$ cat config.mk
export PLATFORM = sky130hd
export DESIGN_NAME = z_test_ctrl_flat
export DESIGN_NICKNAME = d
export VERILOG_FILES = /design/src/rtl/z_test_ctrl_if.sv /design/src/rtl/z_test_ctrl.sv /design/src/flat_wrapper.sv
export SDC_FILE = /design/constraint.sdc
export NUM_CORES = 1
export LEC_CHECK = 0
export CORE_ASPECT_RATIO = 1.2
export CORE_MARGIN = 4
export CORE_UTILIZATION = 59
export CTS_BUF_LIST = sky130_fd_sc_hd__clkbuf_4 sky130_fd_sc_hd__clkbuf_8
export DETAILED_ROUTE_END_ITERATION = 12
export DONT_BUFFER_PORTS = 1
export PLACE_DENSITY = 0.78
export SLEW_MARGIN = 25
export SYNTH_ARGS = -nofsm -noshare
export SYNTH_HDL_FRONTEND = slang
export SYNTH_SLANG_ARGS = --single-unit
$ cat constraint.sdc
create_clock -name clk_i -period 2.1 [get_ports clk_i]
set_input_delay 0.42 -clock clk_i [delete_from_list [all_inputs] [get_ports clk_i]]
set_output_delay 0.42 -clock clk_i [all_outputs]
set_load 0.01 [all_outputs]
$ cat src/rtl/z_test_ctrl_if.sv
// z_test_ctrl_if: fragment, result and depth-RAM signals of the depth-test
// sequencer, bundled into one interface.
//   frag_*  : fragment request (valid/ready), rasteriser -> controller
//   res_*   : test result (valid/ready), controller -> consumer
//   ram_*   : depth RAM port (1-cycle read latency), controller -> RAM
// modport slave  : the controller's view (sinks fragments, drives the RAM)
// modport master : the environment's view (rasteriser, result sink, RAM)
interface z_test_ctrl_if #(
  parameter int Z_SIZE       = 8,
  parameter int X_PIXEL_SIZE = 2,
  parameter int Y_PIXEL_SIZE = 2,
  parameter int ADDR_W       = 4,
  parameter int TAG_W        = 4
);
  logic                    frag_valid;
  logic                    frag_ready;
  logic [X_PIXEL_SIZE-1:0] frag_x;
  logic [Y_PIXEL_SIZE-1:0] frag_y;
  logic [Z_SIZE-1:0]       frag_z;
  logic [TAG_W-1:0]        frag_tag;

  logic                    res_valid;
  logic                    res_ready;
  logic                    res_pass;
  logic [TAG_W-1:0]        res_tag;

  logic [ADDR_W-1:0]       ram_addr;
  logic                    ram_rd_en;
  logic [Z_SIZE-1:0]       ram_rdata;
  logic                    ram_wr_en;
  logic [Z_SIZE-1:0]       ram_wdata;

  modport slave (
    input  frag_valid, frag_x, frag_y, frag_z, frag_tag, res_ready, ram_rdata,
    output frag_ready, res_valid, res_pass, res_tag,
           ram_addr, ram_rd_en, ram_wr_en, ram_wdata
  );

  modport master (
    output frag_valid, frag_x, frag_y, frag_z, frag_tag, res_ready, ram_rdata,
    input  frag_ready, res_valid, res_pass, res_tag,
           ram_addr, ram_rd_en, ram_wr_en, ram_wdata
  );
endinterface

$ cat src/rtl/z_test_ctrl.sv
// z_test_ctrl: owns the depth RAM and time-shares it between per-fragment
// depth tests (read, compare, conditional write) and whole-buffer clears.
// Ports:
//   clk_i, rst_ni      clock, synchronous active-low reset
//   clear_i            clear request pulse, remembered until serviced
//   depth_func_i       GL compare code, captured with each fragment
//   depth_write_en_i   depth mask, captured with each fragment
//   bus (slave)        fragment in, result out, depth RAM port
//   clear_busy_o       clear pending or running
//   clear_done_o       one-cycle pulse after the last clear write
module z_test_ctrl #(
  parameter int Z_SIZE       = 8,
  parameter int X_RES        = 4,
  parameter int Y_RES        = 4,
  parameter int X_PIXEL_SIZE = $clog2(X_RES),
  parameter int Y_PIXEL_SIZE = $clog2(Y_RES),
  parameter int ADDR_W       = $clog2(X_RES*Y_RES),
  parameter int TAG_W        = 4,
  parameter logic [Z_SIZE-1:0] CLEAR_VAL = '1
) (
  input  logic       clk_i,
  input  logic       rst_ni,
  input  logic       clear_i,
  input  logic [2:0] depth_func_i,
  input  logic       depth_write_en_i,
  z_test_ctrl_if.slave bus,
  output logic       clear_busy_o,
  output logic       clear_done_o
);

  localparam logic [ADDR_W-1:0] LAST = ADDR_W'(X_RES*Y_RES - 1);

  typedef enum logic [2:0] {IDLE, CLEAR, RD, CMP, OUT} state_t;

  state_t              state, nxt;
  logic                pending;
  logic [ADDR_W-1:0]   cnt;
  logic                done;
  logic [ADDR_W-1:0]   cap_addr;
  logic                cap_oor;
  logic [Z_SIZE-1:0]   cap_z;
  logic [TAG_W-1:0]    cap_tag;
  logic [2:0]          cap_func;
  logic                cap_we;
  logic                res_pass, cmp, pass;
  logic [TAG_W-1:0]    res_tag;

  logic                frag_ready, res_valid, rd_en, wr_en;
  logic [ADDR_W-1:0]   addr;
  logic [Z_SIZE-1:0]   wdata;
  logic [ADDR_W-1:0]   frag_addr;
  logic                frag_oor, take;

  // Linear address; only meaningful when the coordinate is in range.
  assign frag_addr = ADDR_W'(bus.frag_y) * ADDR_W'(Y_RES > 0 ? X_RES : 0)
                   + ADDR_W'(bus.frag_x);
  assign frag_oor  = (32'(bus.frag_x) >= 32'(X_RES)) ||
                     (32'(bus.frag_y) >= 32'(Y_RES));
  assign take      = (state == IDLE) && !pending && bus.frag_valid;

  // Captured z is the left operand: pass means "z <op> stored".
  always_comb begin
    cmp = 1'b0;
    case (cap_func)
      3'd0:    cmp = 1'b0;
      3'd1:    cmp = cap_z <  bus.ram_rdata;
      3'd2:    cmp = cap_z <= bus.ram_rdata;
      3'd3:    cmp = cap_z >  bus.ram_rdata;
      3'd4:    cmp = cap_z >= bus.ram_rdata;
      3'd5:    cmp = cap_z == bus.ram_rdata;
      3'd6:    cmp = cap_z != bus.ram_rdata;
      default: cmp = 1'b1;
    endcase
  end
  assign pass = cmp && !cap_oor;

  always_comb begin
    nxt        = state;
    frag_ready = 1'b0;
    res_valid  = 1'b0;
    rd_en      = 1'b0;
    wr_en      = 1'b0;
    addr       = cap_addr;
    wdata      = cap_z;
    case (state)
      IDLE: begin
        // A pending clear blocks fragment intake so it wins ties.
        if (pending) nxt = CLEAR;
        else begin
          frag_ready = 1'b1;
          if (bus.frag_valid) nxt = RD;
        end
      end
      CLEAR: begin
        wr_en = 1'b1;
        addr  = cnt;
        wdata = CLEAR_VAL;
        if (cnt == LAST) nxt = IDLE;
      end
      RD: begin
        rd_en = !cap_oor;
        nxt   = CMP;
      end
      CMP: begin
        wr_en = pass && cap_we;
        nxt   = OUT;
      end
      OUT: begin
        res_valid = 1'b1;
        if (bus.res_ready) nxt = IDLE;
      end
      default: nxt = IDLE;
    endcase
  end

  always_ff @(posedge clk_i) begin
    if (!rst_ni) begin
      state    <= IDLE;
      pending  <= 1'b0;
      cnt      <= '0;
      done     <= 1'b0;
      cap_addr <= '0;
      cap_oor  <= 1'b0;
      cap_z    <= '0;
      cap_tag  <= '0;
      cap_func <= '0;
      cap_we   <= 1'b0;
      res_pass <= 1'b0;
      res_tag  <= '0;
    end else begin
      state <= nxt;
      // Ending the clear drops any request that arrived during it.
      if (state == CLEAR && cnt == LAST) pending <= 1'b0;
      else if (clear_i)                  pending <= 1'b1;
      done <= (state == CLEAR) && (cnt == LAST);
      cnt  <= (state == CLEAR) ? cnt + 1'b1 : '0;
      if (take) begin
        cap_addr <= frag_addr;
        cap_oor  <= frag_oor;
        cap_z    <= bus.frag_z;
        cap_tag  <= bus.frag_tag;
        cap_func <= depth_func_i;
        cap_we   <= depth_write_en_i;
      end
      if (state == CMP) begin
        res_pass <= pass;
        res_tag  <= cap_tag;
      end
    end
  end

  assign bus.frag_ready = frag_ready;
  assign bus.res_valid  = res_valid;
  assign bus.res_pass   = res_pass;
  assign bus.res_tag    = res_tag;
  assign bus.ram_addr   = addr;
  assign bus.ram_rd_en  = rd_en;
  assign bus.ram_wr_en  = wr_en;
  assign bus.ram_wdata  = wdata;
  assign clear_busy_o   = pending || (state == CLEAR);
  assign clear_done_o   = done;

endmodule

$ cat src/flat_wrapper.sv
// flat-port wrapper written by rule: the top's interface ports become plain ports
module z_test_ctrl_flat 
#(
  parameter int Z_SIZE       = 8,
  parameter int X_RES        = 4,
  parameter int Y_RES        = 4,
  parameter int X_PIXEL_SIZE = $clog2(X_RES),
  parameter int Y_PIXEL_SIZE = $clog2(Y_RES),
  parameter int ADDR_W       = $clog2(X_RES*Y_RES),
  parameter int TAG_W        = 4,
  parameter logic [Z_SIZE-1:0] CLEAR_VAL = '1
)
  (clk_i, rst_ni, clear_i, depth_func_i, depth_write_en_i, clear_busy_o, clear_done_o, bus_frag_valid, bus_frag_x, bus_frag_y, bus_frag_z, bus_frag_tag, bus_res_ready, bus_ram_rdata, bus_frag_ready, bus_res_valid, bus_res_pass, bus_res_tag, bus_ram_addr, bus_ram_rd_en, bus_ram_wr_en, bus_ram_wdata);
  z_test_ctrl_if #(.Z_SIZE(Z_SIZE), .X_PIXEL_SIZE(X_PIXEL_SIZE), .Y_PIXEL_SIZE(Y_PIXEL_SIZE), .ADDR_W(ADDR_W), .TAG_W(TAG_W)) bus_i ();
  input  logic clk_i;
  input  logic rst_ni;
  input  logic clear_i;
  input  logic [2:0] depth_func_i;
  input  logic depth_write_en_i;
  output logic clear_busy_o;
  output logic clear_done_o;
  input wire logic [$bits(bus_i.frag_valid)-1:0] bus_frag_valid;
  input wire logic [$bits(bus_i.frag_x)-1:0] bus_frag_x;
  input wire logic [$bits(bus_i.frag_y)-1:0] bus_frag_y;
  input wire logic [$bits(bus_i.frag_z)-1:0] bus_frag_z;
  input wire logic [$bits(bus_i.frag_tag)-1:0] bus_frag_tag;
  input wire logic [$bits(bus_i.res_ready)-1:0] bus_res_ready;
  input wire logic [$bits(bus_i.ram_rdata)-1:0] bus_ram_rdata;
  output wire logic [$bits(bus_i.frag_ready)-1:0] bus_frag_ready;
  output wire logic [$bits(bus_i.res_valid)-1:0] bus_res_valid;
  output wire logic [$bits(bus_i.res_pass)-1:0] bus_res_pass;
  output wire logic [$bits(bus_i.res_tag)-1:0] bus_res_tag;
  output wire logic [$bits(bus_i.ram_addr)-1:0] bus_ram_addr;
  output wire logic [$bits(bus_i.ram_rd_en)-1:0] bus_ram_rd_en;
  output wire logic [$bits(bus_i.ram_wr_en)-1:0] bus_ram_wr_en;
  output wire logic [$bits(bus_i.ram_wdata)-1:0] bus_ram_wdata;
  assign bus_i.frag_valid = bus_frag_valid;
  assign bus_i.frag_x = bus_frag_x;
  assign bus_i.frag_y = bus_frag_y;
  assign bus_i.frag_z = bus_frag_z;
  assign bus_i.frag_tag = bus_frag_tag;
  assign bus_i.res_ready = bus_res_ready;
  assign bus_i.ram_rdata = bus_ram_rdata;
  assign bus_frag_ready = bus_i.frag_ready;
  assign bus_res_valid = bus_i.res_valid;
  assign bus_res_pass = bus_i.res_pass;
  assign bus_res_tag = bus_i.res_tag;
  assign bus_ram_addr = bus_i.ram_addr;
  assign bus_ram_rd_en = bus_i.ram_rd_en;
  assign bus_ram_wr_en = bus_i.ram_wr_en;
  assign bus_ram_wdata = bus_i.ram_wdata;
  z_test_ctrl #(.Z_SIZE(Z_SIZE), .X_RES(X_RES), .Y_RES(Y_RES), .X_PIXEL_SIZE(X_PIXEL_SIZE), .Y_PIXEL_SIZE(Y_PIXEL_SIZE), .ADDR_W(ADDR_W), .TAG_W(TAG_W), .CLEAR_VAL(CLEAR_VAL)) u_core (.clk_i(clk_i), .rst_ni(rst_ni), .clear_i(clear_i), .depth_func_i(depth_func_i), .depth_write_en_i(depth_write_en_i), .bus(bus_i), .clear_busy_o(clear_busy_o), .clear_done_o(clear_done_o));
endmodule
Word-level counts from Yosys, hierarchy flattened
Cells that the tools add are included.

storage, ports and cells
  bits in registers = 34
  word-level logic and storage cells = 58
  output and inout bits = 23

operators by class
  bitwise operators = 1
  reduce and logical (&&, ||, !) cells = 11
  mux-type cells = 13
  $add $sub $neg = 2
  order comparisons = 4
  equality and inequality tests = 16

operators with widths
  kind                                                                      number
  3-bit one-hot mux with 5 select lines                                     1
  3-bit by 2-bit equality test with 1-bit output (second input constant)    4
  3-bit equality test (second input constant)                               4
  3-bit 2-to-1 mux                                                          4
  8-bit equality test                                                       1
  8-bit greater-or-equal comparator                                         1
  8-bit > comparator                                                        1
  8-bit less-or-equal comparator                                            1
  8-bit < comparator                                                        1
  8-bit 2-to-1 mux                                                          1
  8-bit inequality test                                                     1
  1-bit one-hot mux with 7 select lines                                     1
  3-bit by 1-bit equality test with 1-bit output (second input constant)    2
  3-bit zero test                                                           2
  4-bit by 1-bit adder with 4-bit output (second input constant)            1
  4-bit by 2-bit adder with 4-bit output                                    1
  4-bit equality test (second input constant)                               1
  1-bit logical AND                                                         4
  1-bit 2-to-1 mux                                                          4
  4-bit 2-to-1 mux                                                          1
  3-bit by 2-bit inequality test with 1-bit output (second input constant)  1
  3-bit AND reduction                                                       1
  2-bit by 1-bit inequality test with 1-bit output (second input constant)  1
  2-bit inequality test (second input constant)                             1
  other kinds (6)                                                           6

Depth between registers and ports, before layout
  word-level depth = 4
  depth in mapped cells = 8
  gate-level depth less buffers = 8

Worst setup path after synthesis
OpenSTA, ideal clock, no wires.

  kind = input-to-output
  start = input bus_ram_rdata[1]
  end = output bus_ram_wr_en
  arrival = 1.815 ns
  path slack = -0.135 ns
  path buffers = 0
  required time = 1.680 ns
  stages on the path = 8
  cell sequence = inv_1 -> ha_1 -> nor2b_1 -> o211ai_2 -> a21oi_1 -> a41o_2 -> o311ai_2 -> nand3_1

between the ends
  cells in the longest elaborated chain, start to end = 4
  elaborated cells between the ends (all ways) = 9
  classes of those cells = order compare: 4; eq/ne: 2; mux: 2; reduce/logical: 1

RTL lines
  element                                                    RTL line            source
  from (decl)                                                flat_wrapper.sv:28  input wire logic [$bits(bus_i.ram_rdata)-1:0] bus_ram_rdata;
  8-bit greater-or-equal comparator (tied with other cells)  z_test_ctrl.sv:69   3'd4: cmp = cap_z >= bus.ram_rdata;
  1-bit one-hot mux with 7 select lines *                    z_test_ctrl.sv:64   case (cap_func)
  1-bit logical AND *                                        z_test_ctrl.sv:105  wr_en = pass && cap_we;
  1-bit one-hot mux with 2 select lines *                    z_test_ctrl.sv:85   case (state)
  to (decl)                                                  flat_wrapper.sv:35  output wire logic [$bits(bus_i.ram_wr_en)-1:0] bus_ram_wr_en;

Every way passes the cells marked *; elsewhere a longest branch is shown, timed or not.

Worst setup path after layout
  start = register u_core.cap_z[4]
  end = output bus_ram_wr_en

between the ends
  cells in the longest elaborated chain, start to end = 4
  elaborated cells between the ends (all ways) = 9
  classes of those cells = order compare: 4; eq/ne: 2; mux: 2; reduce/logical: 1

RTL lines
  element                                                    RTL line            source
  from (decl)                                                z_test_ctrl.sv:41   logic [Z_SIZE-1:0] cap_z;
  from (signal assigned)                                     z_test_ctrl.sv:140  cap_z <= bus.frag_z;
  8-bit greater-or-equal comparator (tied with other cells)  z_test_ctrl.sv:69
  1-bit one-hot mux with 7 select lines *                    z_test_ctrl.sv:64
  1-bit logical AND *                                        z_test_ctrl.sv:105
  1-bit one-hot mux with 2 select lines *                    z_test_ctrl.sv:85

Marked as above.

==> qor.csv <==
metric;value;unit
clock_latency;340;ps
avgSynthCellArea;8.56;um2
drt-total-wl;4300;um
start_util;0.621;
leakage;0.000842;uW
hold_viol_final;0;
first_iter_violations;69;
clkSinkCount;34;
final_area;0.00212;mm2
required;1680;ps
grt_antenna_before_repair;0;
synthArstFlopShare;0;
cts_buffers;5;
coreArea;0.00281;mm2
drtAntennaViolNets;0;
final-max-slew-violation-count;0;
yosys_warnings;0;
fin_util;0.754;
drive_above_1_share;0.341;
crit_type;reg2out;
startpoint_type;flip-flop;
ys_seq_area_frac;0.390;
cts_root_buf;clkbuf_4;
dieHeight;67.6;um
route.detailed.drc;0;
whs;192;ps
routed_via_density;5.91;
place_hpwl;3010;um
grt_max_degree;33;
globalplace.congestion;0.798;
status;finished, violations left;
finClkSkew;13.3;ps
final_cells;257;
fmax;402;MHz
cts_tree;done;
grt_usage;0.237;
synth.net_count;246;
overflow;0;
grt_pass1_wl;7020;um
rsz0062_at_grt;true;
cp_max_fo;3;
wire_per_inst;16.7;um
synthesis.instances;204;
postPlaceCellArea;0.00199;mm2
setup_viol;1;
num_vias;1519;
ir_worst_vdd;0.616;mV
fin_crit_sh;1.19;
dr.pass1.iters;4;
worst_slew_pin_slew;525;ps
fill_cells;204;
die_w;57.7;um
pin_count;56;
relSlewSlack;0.649;
place_ws;-179;ps
yosys.cell_types.count;44;
violations;negative setup slack;
fin_ws;-389;ps
syn_to_final_growth;21.3;%
insertedDiodeCount;0;
nets;265;
period_needed;2490;ps
portBuffers;0;
end_kind;output port;
synth-edff-count;0;
clk_pin_slew;110;ps
maxCapViolCount;0;
synth_flop_cell;dfxtp_1;
arrival;2070;ps
syn-cell-area;0.00175;mm2
die-area;0.00390;mm2
ys_ff_latch;34;
powerDensity;655;mW/mm2
clock_path_buffers;2;
place_inst;244;
row_count;21;
mostFrequentLayoutCells;nand2_1 (47), dfxtp_1 (27), a21boi_1 (20), buf_4 (19), ha_4 (8);
hold_path.class;in2reg;
final_common_cell;nand2_1;
cts-htree-levels;2;
grt_pass1_vias;1530;
[stage by stage]
stage | power [uW] | TNS (ps)
after global routing | 1470 | -492
after detailed placement | 1030 | -179
after floorplan | 959 | -52.2
after global placement | 1010 | -94.4
after CTS | 1390 | -383
final | 1390 | -389
[kinds of logic after synthesis]
group,after synthesis,synth area share
muxes,8,0.0487
adders and majority gates,9,0.0645
xor gates and xnor gates,2,0.0100
AOI/OAI and AO/OA,41,0.181
buffers and inverters,21,0.0494
and+or+nand+nor,89,0.257
DFF,34,0.390
[path summary, 6_finish.rpt]
| check | slack, ps | startpoint | cells past startpoint | end |
|---|---|---|---|---|
| max reg2reg | 330 | u_core.cap_z[1]$_SDFFE_PN0P_ | 8 | u_core.bus.res_pass$_SDFFE_PN0P_ |
| min | 190 | bus_frag_z[1] | 2 | u_core.cap_z[1]$_SDFFE_PN0P_ |
| min reg2reg | 460 | u_core.cap_tag[2]$_SDFFE_PN0P_ | 2 | u_core.cap_tag[2]$_SDFFE_PN0P_ |
| max | -390 | u_core.cap_z[4]$_SDFFE_PN0P_ | 7 | bus_ram_wr_en |
[state kept, by name (all words and copies together) (netlist names)]
register,count
u_core.clear_done_o,1
u_core.cap_z,8
u_core.state,3
u_core.pending,1
u_core.cap_tag,4
u_core.cap_addr,4
u_core.cap_we,1
u_core.cnt,4
u_core.bus.res_pass,1
u_core.cap_func,3
u_core.bus.res_tag,4
[worst max-delay path: stages, from the launching register on]
cell	delay [ps]
dfxtp_1	360
ha_4	260
nand4_1	160
or2_1	300
a31oi_2	160
nor2b_1	100
o311ai_4	230
nand3_2	160
[layer usage]
layer  routed length, um  GRT usage
met1                1590      0.263
met2                2230      0.412
met3                 342     0.0707
met4                 131      0.113
met5                   0          0
[power by group]
| part | switching (uW) | internal, uW | total, uW |
|---|---|---|---|
| Combinational | 172 | 155 | 327 |
| Clock | 216 | 120 | 336 |
| Sequential | 43.0 | 683 | 726 |
| Total | 431 | 958 | 1390 |
[repair_timing]
action,in CTS,in global routing
endpoints found under the setup margin,5,12
pin swaps,7,1
gates resized for setup,8,7
hold buffers,0,0
gates cloned,0,1
setup buffers,5,0
[layout make-up]
type	count	area [um2]	share of cell area
Clock inverter	2	10.0	0.00472
Multi-Input combinational cell	150	1130	0.535
Timing Repair Buffer	19	143	0.0673
Inverter	13	63.8	0.0301
Sequential cell	34	689	0.325
Clock buffer	5	37.5	0.0177
Tap cell	34	42.5	0.0201
[Yosys cell counts, drive strengths merged (2+ instances only)]
library cell | number | area share
nand2 | 47 | 0.10
dfxtp | 34 | 0.39
a21boi | 20 | 0.086
inv | 13 | 0.028
ha | 9 | 0.064
nor2 | 9 | 0.025
or2 | 8 | 0.029
nor2b | 7 | 0.025
clkbuf | 5 | 0.011
a21oi | 4 | 0.011
mux2 | 4 | 0.026
mux2i | 4 | 0.023
nand3 | 4 | 0.011
o21ai | 4 | 0.011
and3 | 3 | 0.011
buf | 3 | 0.011
a211oi | 2 | 0.0086
a31oi | 2 | 0.011
nand4 | 2 | 0.011
nor3b | 2 | 0.0086
nor4 | 2 | 0.016
Power figures use the tool's default switching activity.
